### src/rtl/conbus_rr.sv
`default_nettype none
// ============================================================================
// Module      : conbus_rr
// Description : Shared-bus Wishbone interconnect with a round-robin master
//               arbiter, address-prefix slave decode and bus-error generation
//               for unmapped accesses and no-ack timeouts.
//
// Ports
//   sys_clk, sys_rst           : clock, asynchronous active-high reset
//   m_adr_i/m_dat_i/m_cti_i/   : packed per-master request buses (master i at
//   m_sel_i/m_we_i/m_cyc_i/      slice i)
//   m_stb_i
//   m_dat_o                    : read data returned to the granted master
//   m_ack_o, m_err_o           : per-master ack and bus-error
//   s_adr_o/s_dat_o/s_cti_o/   : granted master's request, shared by slaves
//   s_sel_o/s_we_o/s_cyc_o
//   s_stb_o                    : per-slave strobe
//   s_dat_i, s_ack_i           : packed slave read data and acks
//   gnt_o                      : one-hot current grant (zero when idle)
//   slave_selected             : one-hot decoded slave (zero if unmapped/idle)
//
// Revision    : 1.0 - initial release
// ============================================================================
module conbus_rr #(
  parameter int                        N_M      = 6,
  parameter int                        N_S      = 6,
  parameter int                        S_ADDR_W = 4,
  parameter logic [N_S*S_ADDR_W-1:0]   S_ADDR   = {4'h5, 4'h4, 4'h3, 4'h2, 4'h1, 4'h0},
  parameter int                        TIMEOUT  = 255
) (
  input  logic                sys_clk,
  input  logic                sys_rst,
  // master side
  input  logic [N_M*32-1:0]   m_adr_i,
  input  logic [N_M*32-1:0]   m_dat_i,
  input  logic [N_M*3-1:0]    m_cti_i,
  input  logic [N_M*4-1:0]    m_sel_i,
  input  logic [N_M-1:0]      m_we_i,
  input  logic [N_M-1:0]      m_cyc_i,
  input  logic [N_M-1:0]      m_stb_i,
  output logic [31:0]         m_dat_o,
  output logic [N_M-1:0]      m_ack_o,
  output logic [N_M-1:0]      m_err_o,
  // slave side
  output logic [31:0]         s_adr_o,
  output logic [31:0]         s_dat_o,
  output logic [2:0]          s_cti_o,
  output logic [3:0]          s_sel_o,
  output logic                s_we_o,
  output logic                s_cyc_o,
  output logic [N_S-1:0]      s_stb_o,
  input  logic [N_S*32-1:0]   s_dat_i,
  input  logic [N_S-1:0]      s_ack_i,
  // status
  output logic [N_M-1:0]      gnt_o,
  output logic [N_S-1:0]      slave_selected
);

  localparam int c_MW = (N_M > 1) ? $clog2(N_M) : 1;
  localparam int c_CW = (TIMEOUT > 0) ? $clog2(TIMEOUT + 1) : 1;
  // Counter value seen during the last no-ack cycle before expiry.
  localparam logic [c_CW-1:0] c_TO_LAST = (TIMEOUT > 0) ? c_CW'(TIMEOUT - 1) : '0;

  // --------------------------------------------------------------------------
  // State
  // --------------------------------------------------------------------------
  logic             r_valid;
  logic [c_MW-1:0]  r_gnt;
  logic [c_MW-1:0]  r_last;
  logic [c_CW-1:0]  r_cnt;
  logic             r_err;

  // --------------------------------------------------------------------------
  // Round-robin search: first requester after the last-served master.
  // --------------------------------------------------------------------------
  logic             w_req_any;
  logic [c_MW-1:0]  w_next;

  always_comb begin
    int idx;
    w_req_any = 1'b0;
    w_next    = '0;
    idx       = 0;
    for (int k = 1; k <= N_M; k++) begin
      idx = (int'(r_last) + k) % N_M;
      if (!w_req_any && m_cyc_i[idx]) begin
        w_req_any = 1'b1;
        w_next    = c_MW'(idx);
      end
    end
  end

  // --------------------------------------------------------------------------
  // Granted-master multiplexer; everything reads as zero while idle.
  // --------------------------------------------------------------------------
  logic [31:0]      w_adr;
  logic [31:0]      w_dat;
  logic [2:0]       w_cti;
  logic [3:0]       w_sel;
  logic             w_we;
  logic             w_cyc_g;
  logic             w_stb_g;
  logic [N_M-1:0]   w_gnt_vec;

  always_comb begin
    w_adr     = '0;
    w_dat     = '0;
    w_cti     = '0;
    w_sel     = '0;
    w_we      = 1'b0;
    w_cyc_g   = 1'b0;
    w_stb_g   = 1'b0;
    w_gnt_vec = '0;
    for (int i = 0; i < N_M; i++) begin
      if (r_valid && (r_gnt == c_MW'(i))) begin
        w_adr        = m_adr_i[i*32 +: 32];
        w_dat        = m_dat_i[i*32 +: 32];
        w_cti        = m_cti_i[i*3 +: 3];
        w_sel        = m_sel_i[i*4 +: 4];
        w_we         = m_we_i[i];
        w_cyc_g      = m_cyc_i[i];
        w_stb_g      = m_stb_i[i];
        w_gnt_vec[i] = 1'b1;
      end
    end
  end

  // --------------------------------------------------------------------------
  // Slave decode on the top address bits; lowest index wins on overlap.
  // --------------------------------------------------------------------------
  logic [N_S-1:0]   w_match;
  logic [N_S-1:0]   w_slv;
  logic             w_mapped;

  for (genvar k = 0; k < N_S; k++) begin : g_match
    assign w_match[k] = (w_adr[31 -: S_ADDR_W] == S_ADDR[k*S_ADDR_W +: S_ADDR_W]);
  end

  always_comb begin
    logic found;
    found = 1'b0;
    w_slv = '0;
    for (int k = 0; k < N_S; k++) begin
      // The idle address of zero could match a slave, so decode needs a grant.
      if (r_valid && !found && w_match[k]) begin
        found    = 1'b1;
        w_slv[k] = 1'b1;
      end
    end
  end

  assign w_mapped = |w_slv;

  // --------------------------------------------------------------------------
  // Handshake
  // --------------------------------------------------------------------------
  logic             w_stb_act;
  logic             w_ack;

  // Active strobe from the granted master (already zero while idle).
  assign w_stb_act = w_cyc_g & w_stb_g;
  // An error cycle suppresses the transfer, so a late slave ack is dropped.
  assign w_ack     = ~r_err & |(s_ack_i & w_slv);

  always_comb begin
    m_dat_o = '0;
    for (int k = 0; k < N_S; k++) begin
      if (w_slv[k]) begin
        m_dat_o = s_dat_i[k*32 +: 32];
      end
    end
  end

  assign m_ack_o        = w_ack ? w_gnt_vec : '0;
  assign m_err_o        = r_err ? w_gnt_vec : '0;
  assign s_stb_o        = (w_stb_act && !r_err) ? w_slv : '0;
  assign s_adr_o        = w_adr;
  assign s_dat_o        = w_dat;
  assign s_cti_o        = w_cti;
  assign s_sel_o        = w_sel;
  assign s_we_o         = w_we;
  assign s_cyc_o        = w_cyc_g;
  assign gnt_o          = w_gnt_vec;
  assign slave_selected = w_slv;

  // --------------------------------------------------------------------------
  // Sequential state: arbiter, error pulse, timeout counter
  // --------------------------------------------------------------------------
  always_ff @(posedge sys_clk or posedge sys_rst) begin
    if (sys_rst) begin
      r_valid <= 1'b0;
      r_gnt   <= '0;
      r_last  <= c_MW'(N_M - 1);   // master 0 searched first after reset
      r_cnt   <= '0;
      r_err   <= 1'b0;
    end else begin
      // Arbiter: hold while cyc stays high, then spend one idle cycle in
      // which the next requester is picked.
      if (r_valid) begin
        if (!w_cyc_g) begin
          r_valid <= 1'b0;
          r_last  <= r_gnt;
        end
      end else if (w_req_any) begin
        r_valid <= 1'b1;
        r_gnt   <= w_next;
      end

      // Error flag lasts exactly one cycle; it is never re-armed while set,
      // and it clears together with a dropped grant.
      r_err <= 1'b0;
      if (!r_err && w_stb_act) begin
        if (!w_mapped) begin
          r_err <= 1'b1;
        end else if ((TIMEOUT > 0) && !w_ack && (r_cnt == c_TO_LAST)) begin
          r_err <= 1'b1;
        end
      end

      // Timeout counter: counts consecutive no-ack strobe cycles to a
      // mapped slave; an ack in the expiry cycle wins over the timeout.
      if ((TIMEOUT == 0) || r_err || !w_stb_act || !w_mapped || w_ack) begin
        r_cnt <= '0;
      end else begin
        r_cnt <= r_cnt + 1'b1;
      end
    end
  end

endmodule
`default_nettype wire

### config.mk
export PLATFORM = sky130hd
export DESIGN_NAME = conbus_rr
export DESIGN_NICKNAME = d
export VERILOG_FILES = /design/src/rtl/conbus_rr.sv
export SDC_FILE = /design/constraint.sdc
export NUM_CORES = 1
export LEC_CHECK = 0
export CAP_MARGIN = 40
export CORE_AREA = 2 2 299 301
export DETAILED_ROUTE_END_ITERATION = 10
export DIE_AREA = 0 0 301 303
export GPL_TIMING_DRIVEN = 0
export SYNTH_ARGS = -nofsm -noshare
export SYNTH_HDL_FRONTEND = slang
export SYNTH_SLANG_ARGS = --single-unit
### constraint.sdc
create_clock -name sys_clk -period 4.4 [get_ports sys_clk]
set_clock_uncertainty 0.2 [all_clocks]
set_input_delay 0.88 -clock sys_clk [delete_from_list [all_inputs] [get_ports sys_clk]]
set_output_delay 0.88 -clock sys_clk [all_outputs]
set_load 0.01 [all_outputs]
# [Word level (Yosys, flattened, before mapping)]
# Cells that the tools add are included.
# W data, S select, Z words.
[op_classes] n_addsub=7 mul=0 div_mod_pow=6 n_lt_le_gt_ge=6 eq_ne=11 n_shift=0 n_mux=104 n_bitwise=6 n_reduce_logical=47
[op_table] operator="$mux W32" n=18
[op_table] operator="$lt A32 B5 Y1 const B" n=6
[op_table] operator="$mod A32 B4 Y32 const B" n=6
[op_table] operator="$mux W1" n=58
[op_table] operator="$mux W3" n=12
[op_table] operator="$logic_and A1 B1 Y1" n=24
[op_table] operator="$mux W4" n=6
[op_table] operator="$bmux W1 S3" n=6
[op_table] operator="$mux W6" n=3
[op_table] operator="$logic_not A1 Y1" n=14
[op_table] operator="$add A3 B3 Y4 const B" n=3
[op_table] operator="$reduce_or A6 Y1" n=2
[op_table] operator="$add A3 B2 Y4 const B" n=2
[op_table] operator="$add A8 B1 Y8 const B" n=1
[op_table] operator="$eq A4 B2 Y1 const B" n=2
[op_table] operator="$eq A4 B3 Y1 const B" n=2
[op_table] operator="$eq A8 B8 Y1 const B" n=1
[op_table] operator="$mux W8" n=1
[op_table] operator="$and A6 B6 Y6" n=1
[op_table] operator="$eq A3 B2 Y1 const B" n=2
[op_table] operator="$eq A3 B3 Y1 const B" n=2
[op_table] operator="$add A3 B1 Y4 const B" n=1
[op_table] operator="$eq A4 B1 Y1 const B" n=1
[op_table] operator="$logic_not A4 Y1" n=1
[op_table] operator="other kinds (6)" n=12
[totals] ff_bits=16 latchBits=0 mem_bits_rw=0 mem_bits_ro=0 input_bits=644 out_inout_bits=135 elab_cells=192 mem_count=0

# [Logic depth before layout (Yosys ltp)]
[depth] word_depth=39 ltp_mapped=15 ltp_nobuf=13

# [Worst setup path after synthesis]
# OpenSTA, ideal clock, no wires.
[synth_path] path_kind="register to register" startpoint="reg r_last[2]" endpoint="reg r_gnt[0]" setup_ps=92 arrival_ps=3486 required_ps=4108 setup_slack_ps=623 path_stages_with_launch=16 n_path_buf=2 synth_period_minus_slack_ps=3777 path_cell_list="dfstp_2 > buf_4 > inv_1 > ha_1 > buf_2 > a21oi_1 > inv_1 > ha_1 > nand3b_1 > a32o_1 > or3b_1 > a32oi_1 > or3b_1 > nor4_4 > a2111oi_1 > o31ai_2"
[synth_between] elab_chain_len=22 word_cells_on_any_way=53 cone_classes="add/sub: 6; div: 6; mux: 30; reduce/logical: 11"
[synth_lines] element="from (decl)" line="69" source="logic [c_MW-1:0] r_last;"
[synth_lines] element="from (signal assigned)" line="193" source="r_last <= c_MW'(N_M - 1);"
[synth_lines] element="from (signal assigned)" line="202" source="r_last <= r_gnt;"
[synth_lines] element="$add A3 B1 Y4" line="85" source="idx = (int'(r_last) + k) % N_M;"
[synth_lines] element="$mod A32 B4 Y32" line="85"
[synth_lines] element="$bmux W1 S3" line="86" source="if (!w_req_any && m_cyc_i[idx]) begin"
[synth_lines] element="$mux W1 (not written as such) (2 in series)" line="86"
[synth_lines] element="$mux W1" line="86"
[synth_lines] element="$logic_not A1 Y1" line="86"
[synth_lines] element="$logic_and A1 B1 Y1" line="86"
[synth_lines] element="$mux W1" line="86"
[synth_lines] element="[5 not listed]"
[synth_lines] element="$mux W1" line="86"
[synth_lines] element="$logic_not A1 Y1" line="86"
[synth_lines] element="$logic_and A1 B1 Y1" line="86"
[synth_lines] element="$mux W1" line="86"
[synth_lines] element="$logic_not A1 Y1" line="86"
[synth_lines] element="$logic_and A1 B1 Y1" line="86"
[synth_lines] element="$mux W1" line="86"
[synth_lines] element="$reduce_and A2 Y1 (no line)"
[synth_lines] element="to (signal assigned)" line="206" source="r_gnt <= w_next;"
[synth_lines] element="to (decl)" line="68" source="logic [c_MW-1:0] r_gnt;"
# Parallel ways exist; a longest one is shown, timed or not. The select of a mux whose other input is x is not followed.
# A chain may end at the register's enable or synchronous reset.

# [Final worst setup path]
[layout_path] startpoint="in m_adr_i[31]" endpoint="out m_dat_o[12]"
[layout_between] elab_chain_len=30 word_cells_on_any_way=44 cone_classes="eq/ne: 5; mux: 22; reduce/logical: 17"
[layout_lines] element="from (decl)" line="34" source="input logic [N_M*32-1:0] m_adr_i,"
[layout_lines] element="$mux W32 * (6 in series)" line="115" source="if (r_valid && (r_gnt == c_MW'(i))) begin"
[layout_lines] element="$logic_not A4 Y1" line="136" source="assign w_match[k] = (w_adr[31 -: S_ADDR_W] == S_ADDR[k*S_ADDR_W +: S_ADDR_W]);"
[layout_lines] element="$logic_and A1 B1 Y1" line="145" source="if (r_valid && !found && w_match[k]) begin"
[layout_lines] element="$mux W1" line="145"
[layout_lines] element="$logic_not A1 Y1" line="145"
[layout_lines] element="$logic_and A1 B1 Y1 (2 in series)" line="145"
[layout_lines] element="$mux W1" line="145"
[layout_lines] element="$logic_not A1 Y1" line="145"
[layout_lines] element="[6 not listed]"
[layout_lines] element="$mux W1" line="145"
[layout_lines] element="$logic_not A1 Y1" line="145"
[layout_lines] element="$logic_and A1 B1 Y1 (2 in series)" line="145"
[layout_lines] element="$mux W1" line="145"
[layout_lines] element="$logic_not A1 Y1" line="145"
[layout_lines] element="$logic_and A1 B1 Y1 (2 in series)" line="145"
[layout_lines] element="$mux W1" line="145"
[layout_lines] element="$mux W32 *" line="168" source="if (w_slv[k]) begin"
[layout_lines] element="to (decl)" line="41" source="output logic [31:0] m_dat_o,"
# Mark *: on every way between the ends. The rest lies on a longest branch, timed or not.

==> impl_metrics.csv <==
group,metric,value,unit
yosys,synth_cell_types,64,
hold_path,min_path_type,"register to register",
sta,fin_crit_sh,99.0,%
yosys,synth_area_per_cell,6.60,µm²
global_routing,track_usage,16.7,%
flow_run,maxCapViolCount,0,
worst_setup_path,setup.worst_path.end_class,"output port",
placement,hpwl,71.3,mm
routing,drtPass1Iterations,6,
global_routing,gr-total-overflow,0,
worst_setup_path,critPathMaxFanout,10,
global_routing,grt_max_degree,17,
final_layout,layout_common_cells,"clkdlybuf4s50_1, a22oi_1, nand2_1, nor2_1, a31oi_1",
worst_setup_path,cp.required,3.32,ns
final_layout,fill_cells,9987,
worst_setup_path,cpMaxStageDelayCell,"clkdlybuf4s50_1",
routing,wl_per_cell,28.2,µm
final_layout,design_area,16500,µm²
routing,avgViaCountPerCell,4.03,
power_and_ir_drop,powerDensity,686,nW/µm²
sta,timing.fmax,230,MHz
sta,relSlewSlack,33.6,%
worst_setup_path,crit_path_cell_trace,"clkdlybuf4s50_1, nand2_1, a31oi_4, buf_12, nor4_4, buf_4, buf_6, buf_4, buf_6, a221oi_2, a31oi_1, clkdlybuf4s15_1",
floorplanning,start_util,6.63,%
clock_tree,tritoncts,"done",
final_layout,fin_nets,2384,
placement,placed_cell_area,15400,µm²
placement,io_buffers,778,
clock_tree,cts_buffers,3,
routing,drc,0,
sta,rsz0062_at_grt,"yes",
sta,post-route-min-period,4.36,ns
clock_tree,clockRootBuffer,"clkbuf_16",
yosys,syn-cell-area,5830,µm²
yosys,ys_async_sr_fraction,100,%
global_routing,grt_pass1_wl,103,mm
floorplanning,coreArea,88000,µm²
yosys,yosys.area.top_type_share,13.4,%
sta,setup_viol,0,
yosys,ys.flop_type,"dfrtp_1",
placement,place_congestion,0.951,
routing,wirelength,81.9,mm
clock_tree,cts_buffer_depth,2,
worst_setup_path,path_buf_inv,7,
yosys,yosysWarnings,0,
floorplanning,rows,109,
final_layout,final_util,18.7,%
sta,finalHoldViolations,0,
floorplanning,io-pin-count,779,
yosys,ys_ff_latch,16,
routing,antenna_left,0,
global_routing,antenna_found_initial,48,
clock_tree,clk_latency,0.25,ns
power_and_ir_drop,total_power,11.3,mW
final_layout,area_delta_synth_final,182,%
yosys,synth-edff-count,0,
yosys,syn-num-nets,1540,
worst_setup_path,slowest_delay,0.42,ns
worst_setup_path,arrival,3.28,ns
floorplanning,die_h,303,µm
routing,vias,11700,
yosys,yosysSeqAreaShare,6.91,%
sta,worst_pin_slew,0.996,ns
final_layout,final_common_cell,"clkdlybuf4s50_1",
status,outcome,"completed",
yosys,syn_inst,884,
final_layout,drive_gt1_share,14.9,%
power_and_ir_drop,leakagePower,5.87,nW
clock_tree,cts_sinks,16,
worst_setup_path,worstSetupPathType,"input pin to output port",
worst_setup_path,crit_family,"buffers and inverters",
routing,drtIter0Drc,1154,
yosys,ys_top_cells_by_area,"a22oi_1, a31oi_1, a222oi_1, mux2i_1, dfrtp_1",
power_and_ir_drop,peakVddDrop,0.000354,V
worst_setup_path,startpoint_type,"input pin",
clock_tree,cts.reportedPaths.clkPinSlew,0.05,ns
clock_tree,holdBufCountCts,0,
global_routing,grt_pass1_vias,11600,
sta,slew_violations,0,
floorplanning,die_area,91200,µm²
floorplanning,die_w,301,µm
yosys,synth.largest_area_cell,"a22oi_1",
clock_tree,htreeDepth,1,
synthesized netlist by cell type (all sizes together), types with 4 or more instances:
master and n:
a21o 4, a21oi 13, a221oi 35, a222oi 51
a22oi 104, a31oi 87, and2 7, and3 9
and3b 5, and4b 4, buf 27, clkbuf 71
dfrtp 14, ha 12, inv 25, mux2 8
mux2i 39, nand2 90, nand2b 5, nand3 61
nor2 84, nor2b 9, nor3 5, nor4 5
o21ai 56, xor2 7
repair_timing:
action                     CTS  global route
cloned                       0             0
gates resized for setup    310            69
pin swaps                   26            24
setup endpoints to repair  128            77
buffers inserted            30            11
state kept, by name, indices dropped and copies added, names as in the netlist:
name and flops:
r_last 3, r_valid 1, r_gnt 3, r_err 1
r_cnt 8
stage by stage:
step                setup WS, ns  std cells  TNS (ns)  hold WS, ns
floorplan                  0.623        884         0        0.290
finish                    0.0440       2909         0        0.340
detailed placement         -1.86       2850    -79.00        0.331
global route             -0.0167       2898   -0.0214        0.364
global placement           -2.97       2827   -216.14        0.315
CTS                      -0.0809       2882   -0.0963        0.338
layer usage:
metal  vias to the layer above  global-route usage [%]  routed length (µm)
li1                       5260                       -                   -
met1                      5540                    19.5               31600
met2                       766                    28.6               39000
met3                       110                    7.02                9530
met4                        46                    2.77                1540
met5                         -                       0                 299
layout make-up:
type | instances | area (µm²) | area share [%]
Antenna cell | 17 | 42.5 | 0.258
Sequential cell | 16 | 405 | 2.46
Multi-Input combinational cell | 744 | 5390 | 32.7
Inverter | 26 | 115 | 0.699
Clock buffer | 4 | 88.8 | 0.539
Tap cell | 1165 | 1460 | 8.85
Timing Repair Buffer | 842 | 8320 | 50.5
Buffer | 95 | 657 | 3.99
worst paths after layout:
path                       slack, ns     endpoint  depth (start not counted)         from
min                             0.34     r_cnt[0]                          1     r_cnt[0]
max in group asynchronous       2.62     r_gnt[2]                          2      sys_rst
max                             0.04  m_dat_o[12]                         12  m_adr_i[31]
min in group asynchronous       0.90     r_cnt[4]                          2      sys_rst
max reg2reg                     0.22     r_gnt[1]                         15    r_last[2]
min reg2reg                     0.34     r_cnt[0]                          1     r_cnt[0]
power by group:
part | internal, mW | total [mW] | switching, mW
combinational | 4.61 | 10.8 | 6.22
sequential | 0.198 | 0.273 | 0.0752
clock | 0.138 | 0.197 | 0.0590
cells by family (layout without fill, tap and decap cells):
group	Yosys count	count (layout)	synth area share (%)
AO/OA/AOI/OAI	376	376	47.2
AND/OR/NAND/NOR	299	299	24.3
buffers and inverters	124	967	8.86
multiplexers	48	48	8.69
flip-flops	16	16	6.91
adder cells (fa/ha/maj)	12	12	2.57
XOR/XNOR	9	9	1.48
other	0	17	0
(Power assumes the default switching activity.)
